### src/rtl/pep_batch_builder_if.sv
// Handshake and status bundle between the PBS command source, the batch
// builder and its downstream consumers.
interface pep_batch_builder_if #(
    parameter int unsigned BATCH_PBS_NB = 18,
    parameter int unsigned TOTAL_PBS_NB = 27,
    parameter int unsigned CMD_W        = 32,
    parameter int unsigned TIMEOUT_W    = 16
);
    localparam int unsigned SLOT_W = $clog2(TOTAL_PBS_NB);
    localparam int unsigned NB_W   = $clog2(BATCH_PBS_NB + 1);
    localparam int unsigned FCNT_W = $clog2(TOTAL_PBS_NB + 1);

    logic                 cmd_vld;
    logic                 cmd_rdy;
    logic [CMD_W-1:0]     cmd_data;
    logic                 pbs_vld;
    logic                 pbs_rdy;
    logic [CMD_W-1:0]     pbs_data;
    logic [SLOT_W-1:0]    pbs_slot;
    logic                 batch_vld;
    logic                 batch_rdy;
    logic [NB_W-1:0]      batch_pbs_nb;
    logic                 free_vld;
    logic [SLOT_W-1:0]    free_slot;
    logic                 flush;
    logic [TIMEOUT_W-1:0] timeout_cfg;
    logic [FCNT_W-1:0]    free_cnt;
    logic                 err_free;

    modport master (
        output cmd_vld, cmd_data, pbs_rdy, batch_rdy, free_vld, free_slot, flush, timeout_cfg,
        input  cmd_rdy, pbs_vld, pbs_data, pbs_slot, batch_vld, batch_pbs_nb, free_cnt, err_free
    );

    modport slave (
        input  cmd_vld, cmd_data, pbs_rdy, batch_rdy, free_vld, free_slot, flush, timeout_cfg,
        output cmd_rdy, pbs_vld, pbs_data, pbs_slot, batch_vld, batch_pbs_nb, free_cnt, err_free
    );
endinterface

### src/rtl/pep_batch_builder.sv
// Groups incoming PBS commands into batches, owns the PBS slot pool and
// interleaves slot allocation across the GRAM banks.
module pep_batch_builder #(
    parameter int unsigned BATCH_PBS_NB = 18,
    parameter int unsigned TOTAL_PBS_NB = 27,
    parameter int unsigned GRAM_NB      = 3,
    parameter int unsigned CMD_W        = 32,
    parameter int unsigned TIMEOUT_W    = 16
) (
    input logic                clk,
    input logic                s_rst_n,
    pep_batch_builder_if.slave bus
);
    localparam int unsigned SLOT_W = $clog2(TOTAL_PBS_NB);
    localparam int unsigned NB_W   = $clog2(BATCH_PBS_NB + 1);
    localparam int unsigned FCNT_W = $clog2(TOTAL_PBS_NB + 1);

    typedef enum logic [1:0] {StIdle, StFill, StClose} state_e;

    state_e                state_q, state_d;
    logic                  init_pre_q, init_pre_d;
    logic                  init_done_q, init_done_d;
    logic [NB_W-1:0]       count_q, count_d;
    logic [TIMEOUT_W-1:0]  idle_q, idle_d;
    logic [TOTAL_PBS_NB-1:0] free_q, free_d;
    logic [FCNT_W-1:0]     free_cnt_q, free_cnt_d;
    logic                  pbs_vld_q, pbs_vld_d;
    logic [CMD_W-1:0]      pbs_data_q, pbs_data_d;
    logic [SLOT_W-1:0]     pbs_slot_q, pbs_slot_d;
    logic                  err_free_q, err_free_d;

    logic              cmd_rdy, accept, batch_vld, batch_hs;
    logic              rel_range, rel_hit, rel_ok;
    logic              bank_found, timeout_hit, close_now;
    logic [SLOT_W-1:0] bank_slot, any_slot, alloc_slot;
    int unsigned       pref_bank;

    // Lowest free slot in the preferred bank, else lowest free slot overall.
    always_comb begin
        pref_bank  = 32'(count_q) % GRAM_NB;
        bank_found = 1'b0;
        bank_slot  = '0;
        any_slot   = '0;
        for (int s = int'(TOTAL_PBS_NB) - 1; s >= 0; s--) begin
            if (free_q[s]) begin
                any_slot = SLOT_W'(s);
                if ((unsigned'(s) % GRAM_NB) == pref_bank) begin
                    bank_found = 1'b1;
                    bank_slot  = SLOT_W'(s);
                end
            end
        end
        alloc_slot = bank_found ? bank_slot : any_slot;
    end

    always_comb begin
        rel_range = 32'(bus.free_slot) < TOTAL_PBS_NB;
        rel_hit   = 1'b0;
        for (int s = 0; s < int'(TOTAL_PBS_NB); s++) begin
            if (bus.free_slot == SLOT_W'(s)) rel_hit = free_q[s];
        end
        rel_ok = bus.free_vld & rel_range & ~rel_hit;
    end

    always_comb begin
        cmd_rdy = init_done_q & (state_q != StClose) & (free_cnt_q != '0) &
                  (~pbs_vld_q | bus.pbs_rdy);
        accept    = bus.cmd_vld & cmd_rdy;
        // Batch close waits for its last entry to leave the pbs register.
        batch_vld = (state_q == StClose) & ~pbs_vld_q;
        batch_hs  = batch_vld & bus.batch_rdy;
    end

    always_comb begin
        init_pre_d  = 1'b1;
        init_done_d = init_pre_q;

        // Allocation works on the pre-release bitmap; the two never target one slot.
        free_d = free_q;
        for (int s = 0; s < int'(TOTAL_PBS_NB); s++) begin
            if (accept && alloc_slot == SLOT_W'(s)) free_d[s] = 1'b0;
            if (rel_ok && bus.free_slot == SLOT_W'(s)) free_d[s] = 1'b1;
        end
        free_cnt_d = free_cnt_q - FCNT_W'(accept) + FCNT_W'(rel_ok);
        err_free_d = bus.free_vld & ~rel_ok;

        pbs_vld_d  = pbs_vld_q;
        pbs_data_d = pbs_data_q;
        pbs_slot_d = pbs_slot_q;
        if (accept) begin
            pbs_vld_d  = 1'b1;
            pbs_data_d = bus.cmd_data;
            pbs_slot_d = alloc_slot;
        end else if (bus.pbs_rdy) begin
            pbs_vld_d = 1'b0;
        end

        timeout_hit = (bus.timeout_cfg != '0) && (state_q == StFill) && !accept &&
                      (idle_q == bus.timeout_cfg - TIMEOUT_W'(1));
        close_now = 1'b0;
        count_d   = count_q;
        idle_d    = idle_q;
        state_d   = state_q;
        if (state_q == StClose) begin
            if (batch_hs) begin
                count_d = '0;
                idle_d  = '0;
                state_d = StIdle;
            end
        end else begin
            if (accept) begin
                count_d = count_q + NB_W'(1);
                idle_d  = '0;
            end else if (state_q == StFill && idle_q != '1) begin
                idle_d = idle_q + TIMEOUT_W'(1);
            end
            close_now = (count_d == NB_W'(BATCH_PBS_NB)) ||
                        ((count_d != '0) && ((free_cnt_d == '0) || bus.flush)) ||
                        timeout_hit;
            if (close_now) begin
                state_d = StClose;
            end else if (count_d != '0) begin
                state_d = StFill;
            end else begin
                state_d = StIdle;
            end
        end
    end

    always_ff @(posedge clk or negedge s_rst_n) begin
        if (!s_rst_n) begin
            state_q     <= StIdle;
            init_pre_q  <= 1'b0;
            init_done_q <= 1'b0;
            count_q     <= '0;
            idle_q      <= '0;
            free_q      <= '1;
            free_cnt_q  <= FCNT_W'(TOTAL_PBS_NB);
            pbs_vld_q   <= 1'b0;
            pbs_data_q  <= '0;
            pbs_slot_q  <= '0;
            err_free_q  <= 1'b0;
        end else begin
            state_q     <= state_d;
            init_pre_q  <= init_pre_d;
            init_done_q <= init_done_d;
            count_q     <= count_d;
            idle_q      <= idle_d;
            free_q      <= free_d;
            free_cnt_q  <= free_cnt_d;
            pbs_vld_q   <= pbs_vld_d;
            pbs_data_q  <= pbs_data_d;
            pbs_slot_q  <= pbs_slot_d;
            err_free_q  <= err_free_d;
        end
    end

    assign bus.cmd_rdy      = cmd_rdy;
    assign bus.pbs_vld      = pbs_vld_q;
    assign bus.pbs_data     = pbs_data_q;
    assign bus.pbs_slot     = pbs_slot_q;
    assign bus.batch_vld    = batch_vld;
    assign bus.batch_pbs_nb = count_q;
    assign bus.free_cnt     = free_cnt_q;
    assign bus.err_free     = err_free_q;
endmodule
### src/flat_wrapper.sv
// flat-port wrapper written by rule: the top's interface ports become plain ports
module pep_batch_builder_flat 
#(
    parameter int unsigned BATCH_PBS_NB = 18,
    parameter int unsigned TOTAL_PBS_NB = 27,
    parameter int unsigned GRAM_NB      = 3,
    parameter int unsigned CMD_W        = 32,
    parameter int unsigned TIMEOUT_W    = 16
)
  (clk, s_rst_n, bus_cmd_vld, bus_cmd_data, bus_pbs_rdy, bus_batch_rdy, bus_free_vld, bus_free_slot, bus_flush, bus_timeout_cfg, bus_cmd_rdy, bus_pbs_vld, bus_pbs_data, bus_pbs_slot, bus_batch_vld, bus_batch_pbs_nb, bus_free_cnt, bus_err_free);
  pep_batch_builder_if #(.BATCH_PBS_NB(BATCH_PBS_NB), .TOTAL_PBS_NB(TOTAL_PBS_NB), .CMD_W(CMD_W), .TIMEOUT_W(TIMEOUT_W)) bus_i ();
  input logic clk;
  input logic s_rst_n;
  input wire logic [$bits(bus_i.cmd_vld)-1:0] bus_cmd_vld;
  input wire logic [$bits(bus_i.cmd_data)-1:0] bus_cmd_data;
  input wire logic [$bits(bus_i.pbs_rdy)-1:0] bus_pbs_rdy;
  input wire logic [$bits(bus_i.batch_rdy)-1:0] bus_batch_rdy;
  input wire logic [$bits(bus_i.free_vld)-1:0] bus_free_vld;
  input wire logic [$bits(bus_i.free_slot)-1:0] bus_free_slot;
  input wire logic [$bits(bus_i.flush)-1:0] bus_flush;
  input wire logic [$bits(bus_i.timeout_cfg)-1:0] bus_timeout_cfg;
  output wire logic [$bits(bus_i.cmd_rdy)-1:0] bus_cmd_rdy;
  output wire logic [$bits(bus_i.pbs_vld)-1:0] bus_pbs_vld;
  output wire logic [$bits(bus_i.pbs_data)-1:0] bus_pbs_data;
  output wire logic [$bits(bus_i.pbs_slot)-1:0] bus_pbs_slot;
  output wire logic [$bits(bus_i.batch_vld)-1:0] bus_batch_vld;
  output wire logic [$bits(bus_i.batch_pbs_nb)-1:0] bus_batch_pbs_nb;
  output wire logic [$bits(bus_i.free_cnt)-1:0] bus_free_cnt;
  output wire logic [$bits(bus_i.err_free)-1:0] bus_err_free;
  assign bus_i.cmd_vld = bus_cmd_vld;
  assign bus_i.cmd_data = bus_cmd_data;
  assign bus_i.pbs_rdy = bus_pbs_rdy;
  assign bus_i.batch_rdy = bus_batch_rdy;
  assign bus_i.free_vld = bus_free_vld;
  assign bus_i.free_slot = bus_free_slot;
  assign bus_i.flush = bus_flush;
  assign bus_i.timeout_cfg = bus_timeout_cfg;
  assign bus_cmd_rdy = bus_i.cmd_rdy;
  assign bus_pbs_vld = bus_i.pbs_vld;
  assign bus_pbs_data = bus_i.pbs_data;
  assign bus_pbs_slot = bus_i.pbs_slot;
  assign bus_batch_vld = bus_i.batch_vld;
  assign bus_batch_pbs_nb = bus_i.batch_pbs_nb;
  assign bus_free_cnt = bus_i.free_cnt;
  assign bus_err_free = bus_i.err_free;
  pep_batch_builder #(.BATCH_PBS_NB(BATCH_PBS_NB), .TOTAL_PBS_NB(TOTAL_PBS_NB), .GRAM_NB(GRAM_NB), .CMD_W(CMD_W), .TIMEOUT_W(TIMEOUT_W)) u_core (.clk(clk), .s_rst_n(s_rst_n), .bus(bus_i));
endmodule
### config.mk
export PLATFORM = sky130hd
export DESIGN_NAME = pep_batch_builder_flat
export DESIGN_NICKNAME = d
export VERILOG_FILES = /design/src/rtl/pep_batch_builder_if.sv /design/src/rtl/pep_batch_builder.sv /design/src/flat_wrapper.sv
export SDC_FILE = /design/constraint.sdc
export NUM_CORES = 1
export LEC_CHECK = 0
export BUFFER_PORTS_ARGS = -buffer_cell sky130_fd_sc_hd__buf_4
export CAP_MARGIN = 10
export CORE_MARGIN = 5
export CORE_UTILIZATION = 63
export CTS_CLUSTER_DIAMETER = 100
export DETAILED_ROUTE_END_ITERATION = 12
export PLACE_DENSITY = 0.87
export SETUP_SLACK_MARGIN = 0.05
export SYNTH_ARGS = -nofsm -noshare
export SYNTH_HDL_FRONTEND = slang
export SYNTH_SLANG_ARGS = --single-unit
### constraint.sdc
create_clock -name clk -period 16.3 [get_ports clk]
set_input_delay 0.815 -clock clk [delete_from_list [all_inputs] [get_ports clk]]
set_output_delay 0.815 -clock clk [all_outputs]
set_load 0.05 [all_outputs]
==> out/qor.csv <==
stage,metric,value,unit
floorplanning,row_count,39,
clocking,path_clk_slew,70,ps
synth,yosys-top-cells-count,"nand2_1, nor2_1, dfrtp_1, o21ai_0, clkbuf_1",
timing,fmax,157,MHz
timing,post-route-period-util,39.0,%
worst_setup_path,path_depth,19,
timing,tns,0,ps
worst_setup_path,reg2regPathDepth,19,
synth,synth_area,0.00727,sq mm
worst_setup_path,cpLargestDelayFamily,simple AND/OR/NAND/NOR gates,
worst_setup_path,cp-end-kind,flip-flop,
clocking,postCtsSetupBuffers,0,
synth,synthFlopType,dfrtp_1,
synth,yosysMostFrequentCell,nand2_1,
timing,finClkSkew,8.03,ps
routing,drt-total-wl,22.0,mm
clocking,cts_tree,built,
clocking,h-tree-depth,3,
synth,syn_avg_cell_area,7.89,sq um
routing,ant_nets,0,
timing,slew_viol_final,0,
timing,layout_min_cycle_time,6360,ps
clocking,cts_hold_buf,0,
synth,ys_seq_elements,96,
synth,ys_seq_area_share,33.6,%
run,max_cap_violations,0,
synth,synthCells,922,
synth,async_reset_ff_share,100,%
pwr,intPower,877,uW
timing,finalSetupViolCount,0,
worst_setup_path,arrival,6610,ps
clocking,postCtsResizedCells,0,
synth,yosys_warnings,0,
layout,drive_gt1_share,18.9,%
clocking,clock_sinks,96,
clocking,cts_buffers,9,
floorplanning,start_util,64.0,%
placed_design,io_buffers,110,
synth,synth-edff-count,0,
pwr,switchingPower,1.10,mW
timing,relSlewSlack,34.5,%
layout,post-route-util,73.1,%
floorplanning,die_w,117,um
layout,fillers,885,
pwr,p_leak,3.66,nW
routing,drcViolationCount,0,
worst_setup_path,worst_path_max_delay_cell,nor4_1,
worst_setup_path,path_class,reg -> reg,
layout,diodes,0,
worst_setup_path,worstPathMaxFanout,21,
layout,area_growth,14.3,%
placed_design,pre_cts_slack,9890,ps
timing,tightestPinTransition,982,ps
worst_setup_path,start_kind,flip-flop,
worst_setup_path,cpMostUsedCell,ha_1,
synth,synth_top_cell_by_area,dfrtp_1,
synth,yosysTopAreaCellShare,22.4,%
layout,final_nets,1059,
floorplanning,io_pins,111,
clocking,cts_buffer_depth,2,
worst_setup_path,critPathRequiredTime,16550,ps
worst_setup_path,crit_chain,ha_1 > nand4b_1 > o21ai_0 > a21o_1 > ha_1 > a211o_1 > and3_1 > a211oi_4 > ha_1 > nor4_1 > buf_4 > nand3_1 > a2111oi_1 > o311ai_1 > and2_1 > nor4_1 > nand2b_1 > nor4b_1 > o22ai_1,
timing,setup_slack,9940,ps
floorplanning,core_area,0.0114,sq mm
global_route,gr-total-overflow,0,
global_route,grt_max_degree,83,
floorplanning,dieArea,0.0138,sq mm
placed_design,gp_congestion,1.00,
routing,firstDrtPassIters,5,
floorplanning,die_y,117,um
synth,synthTopCellsByArea,"dfrtp_1, dfstp_2, nand2_1, o21ai_0, nor2_1",
timing,finalHoldViolations,0,
pwr,max-vdd-ir-drop,0.178,mV
min_path,hold_path.class,in -> async,
synth,synth_fp_nets,997,
global_route,grt_pass1_vias,7128,
layout,final_cell_area,0.00831,sq mm
routing,drt_iter0_markers,940,
global_route,grt_use_total,31.2,%
placed_design,hpwlAfterDp,15.9,mm
global_route,grt_first_pass_wirelength,36.2,mm
clocking,clock_latency,340,ps
worst_setup_path,path_buf_inv,1,
pwr,pwr_density_cell,237,mW/mm^2
synth,ys_types,91,
global_route,antenna_found_initial,0,
pwr,p_clk_share,10.1,%
routing,viasPerCell,6.67,
pwr,combPwrFrac,64.3,%
timing,rsz0062_at_grt,false,
worst_setup_path,slowest_delay,740,ps
routing,num_vias,7556,
pwr,power_frac_seq,25.6,%
routing,wl_per_cell,19.4,um
clocking,cts_root_buffer,clkbuf_16,
placed_design,place_area,0.00802,sq mm
pwr,p_sw_share,55.5,%
outcome,status,finished clean,
==> per-layer routing <==
metal,part of all wire [%],GRT usage [%]
met5,0,0
met2,46,48.9
met1,40,42.1
met3,11,7.41
met4,3.2,11.4
==> power groups by stage <==
stage               sequential (mW)  combinational [mW]  clock (mW)
floorplan                     0.595               0.783           0
global placement              0.498                1.21           0
detailed placement            0.495                1.22           0
CTS                           0.494                1.23       0.201
global route                  0.517                1.36       0.211
finish                        0.504                1.27       0.200
==> registers in the layout, indices dropped and copies added, names as in the netlist <==
register                 flops
u_core.bus.pbs_vld           1
u_core.bus.batch_pbs_nb      5
u_core.bus.free_cnt          5
u_core.init_done_q           1
u_core.bus.pbs_data         32
u_core.idle_q               16
u_core.bus.err_free          1
u_core.free_q               27
u_core.state_q               2
u_core.bus.pbs_slot          5
u_core.init_done_d           1
==> cell usage in the layout, fill, tap and decap left out, drive strengths merged, types with 5 or more instances in the layout <==
cell,instances
and2,9
nand4,15
a21o,7
nand3,24
buf,117
a31o,5
a211oi,14
dfrtp,65
nor4,22
o2bb2ai,6
nand2b,18
a21oi,40
a31oi,8
or3,6
ha,14
xor2,10
inv,39
and3,12
nor4b,6
o22ai,16
o32ai,8
or2,5
nor2b,8
xnor2,26
mux2i,7
o41ai,10
nor3,38
a221oi,7
o21ai,66
clkbuf,9
nor2,66
nor3b,5
nand2,165
dfstp,31
o31ai,7
==> path summary, 6_finish.rpt <==
| check | from | endpoint | slack (ps) |
|---|---|---|---|
| worst min-delay path | s_rst_n | u_core.idle_q[11] | 310 |
| worst max-delay path | u_core.bus.batch_pbs_nb[4] | u_core.free_q[20] | 9940 |
| worst min register to register | u_core.init_done_d | u_core.init_done_q | 350 |
| max in group asynchronous | s_rst_n | u_core.bus.pbs_data[9] | 14770 |
| min in group clk | u_core.init_done_d | u_core.init_done_q | 350 |
| worst max register to register | u_core.bus.batch_pbs_nb[4] | u_core.free_q[20] | 9940 |
==> metrics by stage <==
step / power, mW / hold WS, ps / cells
after floorplan: 1.38 / 331 / 922
after global placement: 1.71 / 333 / 1115
after detailed placement: 1.72 / 341 / 1115
after CTS: 1.93 / 318 / 1131
after global routing: 2.09 / 330 / 1132
final: 1.97 / 315 / 1132
==> cell type report <==
| type | instances | area (sq um) | share of cell area, % |
|---|---|---|---|
| clock buffer | 9 | 225 | 2.71 |
| clock inverter | 7 | 55.1 | 0.662 |
| inverter | 36 | 135 | 1.63 |
| multi-input combinational | 724 | 4400 | 52.9 |
| sequential | 96 | 2440 | 29.4 |
| tap | 143 | 179 | 2.15 |
| timing repair buffer | 117 | 878 | 10.6 |
==> logic make-up after synthesis <==
kind of cell             count (synthesis)  share of synthesized area [%]
flip-flops                              96                           33.6
adder cells (fa/ha/maj)                 15                           2.68
AND/OR/NAND/NOR                        416                           28.0
AO/OA/AOI/OAI                          247                           24.1
multiplexers                             9                           1.27
buffers and inverters                  102                           6.00
XOR/XNOR                                36                           4.34
other                                    1                         0.0516
No activity file was read; power rests on OpenSTA's default activity.
